### src/rtl/mem_arb_pkg.sv
`default_nettype none
// ============================================================================
// Module      : mem_arb_pkg
// Description : Shared types and default widths for the memory arbiter.
// Revision    : 1.0 - initial release
// ============================================================================
package mem_arb_pkg;

    localparam int ADDR_W = 16;
    localparam int DATA_W = 16;

    typedef enum logic [1:0] {
        IDLE     = 2'd0,
        RD_FETCH = 2'd1,
        RD_DATA  = 2'd2
    } owner_e;

endpackage
`default_nettype wire

### src/rtl/mem_arb_starve_ctr.sv
`default_nettype none
// ============================================================================
// Module      : mem_arb_starve_ctr
// Description : Counts consecutive denied fetch cycles and flags when fetch
//               must be forced to win the next arbitration.
// Revision    : 1.0 - initial release
// ============================================================================
module mem_arb_starve_ctr #(
    parameter int STARVE_LIMIT = 4
) (
    input  logic clk,
    input  logic reset,
    input  logic if_req,
    input  logic if_gnt,
    output logic starve
);

    localparam int                 c_cnt_w = $clog2(STARVE_LIMIT + 1);
    localparam logic [c_cnt_w-1:0] c_limit = c_cnt_w'(STARVE_LIMIT);
    localparam logic [c_cnt_w-1:0] c_one   = c_cnt_w'(1);

    logic [c_cnt_w-1:0] r_cnt;

    // Saturates at the limit; any fetch grant or dropped request restarts it.
    always_ff @(posedge clk or negedge reset) begin
        if (!reset) begin
            r_cnt <= '0;
        end else if (!if_req || if_gnt) begin
            r_cnt <= '0;
        end else if (r_cnt != c_limit) begin
            r_cnt <= r_cnt + c_one;
        end
    end

    assign starve = (r_cnt == c_limit);

endmodule
`default_nettype wire

### src/rtl/mem_arbiter.sv
`default_nettype none
// ============================================================================
// Module      : mem_arbiter
// Description : Single-port memory arbiter, data over fetch, 1-cycle reads.
//               Define MEM_ARB_STARVE_GUARD_EN to add fetch starvation guard.
// Revision    : 1.0 - initial release
// ============================================================================
module mem_arbiter #(
    parameter int ADDR_W       = mem_arb_pkg::ADDR_W,
    parameter int DATA_W       = mem_arb_pkg::DATA_W,
    parameter int STARVE_LIMIT = 4
) (
    input  logic              clk,
    input  logic              reset,
    input  logic              if_req,
    input  logic [ADDR_W-1:0] if_addr,
    output logic              if_gnt,
    output logic              if_stall,
    output logic              if_rvalid,
    output logic [DATA_W-1:0] if_rdata,
    input  logic              dm_req,
    input  logic              dm_we,
    input  logic [ADDR_W-1:0] dm_addr,
    input  logic [DATA_W-1:0] dm_wdata,
    output logic              dm_gnt,
    output logic              dm_rvalid,
    output logic [DATA_W-1:0] dm_rdata,
    output logic              mem_en,
    output logic              mem_we,
    output logic [ADDR_W-1:0] mem_addr,
    output logic [DATA_W-1:0] mem_wdata,
    input  logic [DATA_W-1:0] mem_rdata
);

    import mem_arb_pkg::*;

    logic   w_force_fetch;
    owner_e r_state;
    owner_e w_state_nxt;

`ifdef MEM_ARB_STARVE_GUARD_EN
    logic w_starve;

    mem_arb_starve_ctr #(
        .STARVE_LIMIT (STARVE_LIMIT)
    ) u_starve_ctr (
        .clk    (clk),
        .reset  (reset),
        .if_req (if_req),
        .if_gnt (if_gnt),
        .starve (w_starve)
    );

    assign w_force_fetch = w_starve;
`else
    logic w_unused_limit;

    assign w_unused_limit = ^STARVE_LIMIT;
    assign w_force_fetch  = 1'b0;
`endif

    // Grants are gated by reset so nothing reaches memory while held in reset.
    assign dm_gnt   = reset && dm_req && !(w_force_fetch && if_req);
    assign if_gnt   = reset && if_req && !dm_gnt;
    assign if_stall = if_req && !if_gnt;

    always_comb begin
        mem_en    = 1'b0;
        mem_we    = 1'b0;
        mem_addr  = '0;
        mem_wdata = '0;
        if (dm_gnt) begin
            mem_en    = 1'b1;
            mem_we    = dm_we;
            mem_addr  = dm_addr;
            mem_wdata = dm_wdata;
        end else if (if_gnt) begin
            mem_en    = 1'b1;
            mem_addr  = if_addr;
        end
    end

    always_ff @(posedge clk or negedge reset) begin
        if (!reset) begin
            r_state <= IDLE;
        end else begin
            r_state <= w_state_nxt;
        end
    end

    // The owner state remembers who issued last cycle's read; writes leave it idle.
    always_comb begin
        w_state_nxt = IDLE;
        if_rvalid   = 1'b0;
        if_rdata    = '0;
        dm_rvalid   = 1'b0;
        dm_rdata    = '0;

        if (if_gnt) begin
            w_state_nxt = RD_FETCH;
        end else if (dm_gnt && !dm_we) begin
            w_state_nxt = RD_DATA;
        end

        case (r_state)
            RD_FETCH: begin
                if_rvalid = 1'b1;
                if_rdata  = mem_rdata;
            end
            RD_DATA: begin
                dm_rvalid = 1'b1;
                dm_rdata  = mem_rdata;
            end
            default: begin
            end
        endcase
    end

endmodule
`default_nettype wire
### config.mk
export PLATFORM = sky130hd
export DESIGN_NAME = mem_arbiter
export DESIGN_NICKNAME = d
export VERILOG_FILES = /design/src/rtl/mem_arb_pkg.sv /design/src/rtl/mem_arb_starve_ctr.sv /design/src/rtl/mem_arbiter.sv
export SDC_FILE = /design/constraint.sdc
export NUM_CORES = 1
export LEC_CHECK = 0
export BUFFER_PORTS_ARGS = -buffer_cell sky130_fd_sc_hd__buf_2
export CAP_MARGIN = 10
export CELL_PAD_IN_SITES_DETAIL_PLACEMENT = 1
export CELL_PAD_IN_SITES_GLOBAL_PLACEMENT = 1
export CORE_MARGIN = 10
export CORE_UTILIZATION = 15
export DETAILED_ROUTE_END_ITERATION = 16
export PLACE_DENSITY_LB_ADDON = 0.1
export RECOVER_POWER = 50
export SLEW_MARGIN = 15
export SYNTH_ARGS = -nofsm -noshare
export SYNTH_HDL_FRONTEND = slang
export SYNTH_SLANG_ARGS = --single-unit
### constraint.sdc
create_clock -name clk -period 1.9 [get_ports clk]
set_input_delay 0.285 -clock clk [delete_from_list [all_inputs] [get_ports clk]]
set_output_delay 0.285 -clock clk [all_outputs]
set_load 0.02 [all_outputs]
==> results by group <==
CTS
  • Number of H-tree levels: 1
  • Clk buf depth: 2
  • Buffers inserted by post-CTS timing repair: 0
  • Number of buffers created by CTS: 3
  • Clock Sinks: 2
  • CTS tree: built
  • Clock root buffer master: clkbuf_8
  • Post-CTS Hold Fix Bufs: 1
  • Total of cells resized after clock tree synthesis: 0
  • Clock slew at the register clock pins of the worst setup and hold paths: 30 ps

Global routing
  • GRT Resource Usage Total: 0.107
  • Number of global-route vias before repair: 1395
  • Largest net degree at the start of global routing: 38
  • First-pass GRT wire length: 7.47 mm
  • Global route total overflow: 0
  • Antenna violations before repair: 0

Critical path
  • Crit path launch type: primary input
  • Endpoint required time on the critical path: 1620 ps
  • Maximum fanout along the worst path: 37
  • CP endpoint kind: output port
  • Critical path class: in -> out
  • Critical path data arrival time: 1340 ps

Power
  • Pwr/cell area: 342 nW/µm²
  • Leakage power: 0.884 nW
  • Overall power of the completed layout: 519 µW
  • Worst IR Drop VDD: 130 µV

Finish
  • Largest register by flop count: r_state
  • Final design instance area without fill: 1520 µm²
  • Number of fillers in the final layout: 694
  • Final core occ: 0.315
  • Number of nets in the layout: 322
  • Share of cells above drive strength 1: 0.470
  • Number of flip-flops under the largest register name: 2
  • Finished Layout Cells: 318
  • Sequential cell area in the final layout: 50.0 µm²
  • Area added between synthesis and finish: 98.4%
  • Largest regs: r_state (2)
  • Number of antenna cells inserted: 0
  • Multi-input gate area in the final layout: 633 µm²

Routing
  • Average detailed-routed wire length per instance: 15.4 µm
  • Final routed wirelength across all metal layers: 4.89 mm
  • Vias after detailed routing: 1301
  • Router iterations before antenna repair: 3
  • Met3 wire len: 627 µm
  • Met2 wire length: 2.30 mm
  • Total DRC errors in the routed layout: 0
  • Antenna-violating nets left: 0
  • Routed met1 length: 1.91 mm
  • Highest routed layer: met4
  • Violation count after the first detailed-routing iteration: 29
  • Vias per cell: 4.09

Logic synthesis
  • Mean post-synth cell area: 6.48 µm²
  • Commonest cells in the synthesized netlist: and2_1 (34), and3_1 (17), nand2b_1 (15), nand3_1 (15), o21ai_1 (15)
  • Synth Warn #: 0
  • Leading cell types by total area after synthesis: and2_1 (28%), and3_1 (14%), nand2b_1 (12%)
  • Number of enable-type register cells in the synthesized netlist: 0
  • Net Count, Synth: 187
  • Count of distinct cell types in the synthesized netlist: 16
  • Cell type with the largest total area after synthesis: and2_1
  • Syn Inst Count: 118
  • Cell area after technology mapping: 764 µm²
  • Leading cell type by number of instances after synthesis: and2_1
  • Fraction of synthesized cell area taken by the top area cell type: 0.278
  • Most common flop cell mapped by yosys: dfrtp_1
  • Synthesis-stage register bit count: 2
  • Fraction of the yosys area taken by sequential cells: 0.0655
  • Fraction of registers with async set or reset after synthesis: 1.00

Placement
  • Half-perimeter wire length of the detailed placement result: 4.17 mm
  • IO Port Bufs: 139
  • Global placer's final weighted congestion: 0.704
  • Placed Instances: 314
  • Placed Area: 1500 µm²

Timing
  • Worst slew pin tran: 471 ps
  • Finish-stage setup viols: 0
  • Hold violation count in the final report: 0
  • Final Critical Period: 1630 ps
  • Setup repair after global routing missed its margin: false
  • Fraction of the cycle the final worst path needs: 0.856
  • Final sum of negative setup slack: 0 ps
  • Headroom to the max-slew limit: 0.686
  • Achievable frequency: 615 MHz
  • Max-slew violation total from the final report: 0

Floorplanning
  • I/O pin count: 140
  • Horizontal die dimension: 91.4 µm
  • Total core area: 4820 µm²
  • Vertical extent of the die: 91.4 µm
  • Effective utilization at floorplan: 0.159
  • Die Area: 8350 µm²
  • Row Count: 25

Hold path
  • Min-delay worst type: in -> reg
  • Hold-critical path endpoint: r_state[1]
  • Origin of the worst min-delay path: dm_we
  • Number of cells on the worst hold path: 2

Flow run
  • Max-cap check violation count: 0

Outcome
  • Result of the run: complete, no violations
logic make-up after synthesis:
logic type | share of synthesized area
DFF | 0.0655
and+or+nand+nor | 0.707
buffers and inverters | 0.106
AOI/OAI and AO/OA | 0.121
metrics by stage:
step / setup WS (ps) / hold slack, ps
5_1_grt: 152 / 239
4_1_cts: 363 / 229
2_1_floorplan: 607 / -10.6
3_5_place_dp: 384 / 173
6_report: 273 / 238
3_3_place_gp: 399 / 178
per-layer routing:
metal,GRT usage,vias to the layer above
li1,-,659
met2,0.180,78
met4,0.0366,0
met3,0.0617,4
met5,0,-
met1,0.110,560
cell usage in the layout, fill, tap and decap left out:
master and instances:
dfrtp_1 2, nand3_1 15, o21ai_1 15, nor2b_1 2
dlygate4sd3_1 1, and3_1 17, and2_1 33, and2b_4 2
nand2_2 1, nand2b_1 15, nor2b_4 1, buf_12 2
and2_0 1, clkbuf_8 3, buf_2 109, o21a_1 1
a32o_1 1, clkbuf_1 30
power breakdown:
group | leakage (nW) | internal (mW) | total, mW | switching [mW]
clock network | 0.0216 | 0.134 | 0.168 | 0.0340
logic | 0.836 | 0.129 | 0.305 | 0.177
registers | 0.0269 | 0.0446 | 0.0457 | 0.00115
area by class of cell:
cell class                      instances  area share
Timing Repair Buffer                  142       0.467
Multi-Input combinational cell        104       0.417
Tap cell                               67      0.0553
Sequential cell                         2      0.0330
Clock buffer                            3      0.0272
how the worst max path moves through the flow:
stage | from | to | depth (start not counted) | slack, ps
after floorplan | r_state[0] | dm_rdata[10] | 3 | 610
after global placement | reset | mem_addr[5] | 4 | 400
after detailed placement | reset | mem_addr[0] | 4 | 380
after CTS | r_state[0] | dm_rdata[4] | 3 | 360
after global routing | dm_req | mem_addr[8] | 5 | 150
final | dm_req | mem_addr[10] | 5 | 270
critical path: stages:
cell and delay (ps):
clkbuf_1 360, buf_12 240, nand3_1 100, o21ai_1 80, clkbuf_1 260
No activity file was read; power rests on OpenSTA's default activity.
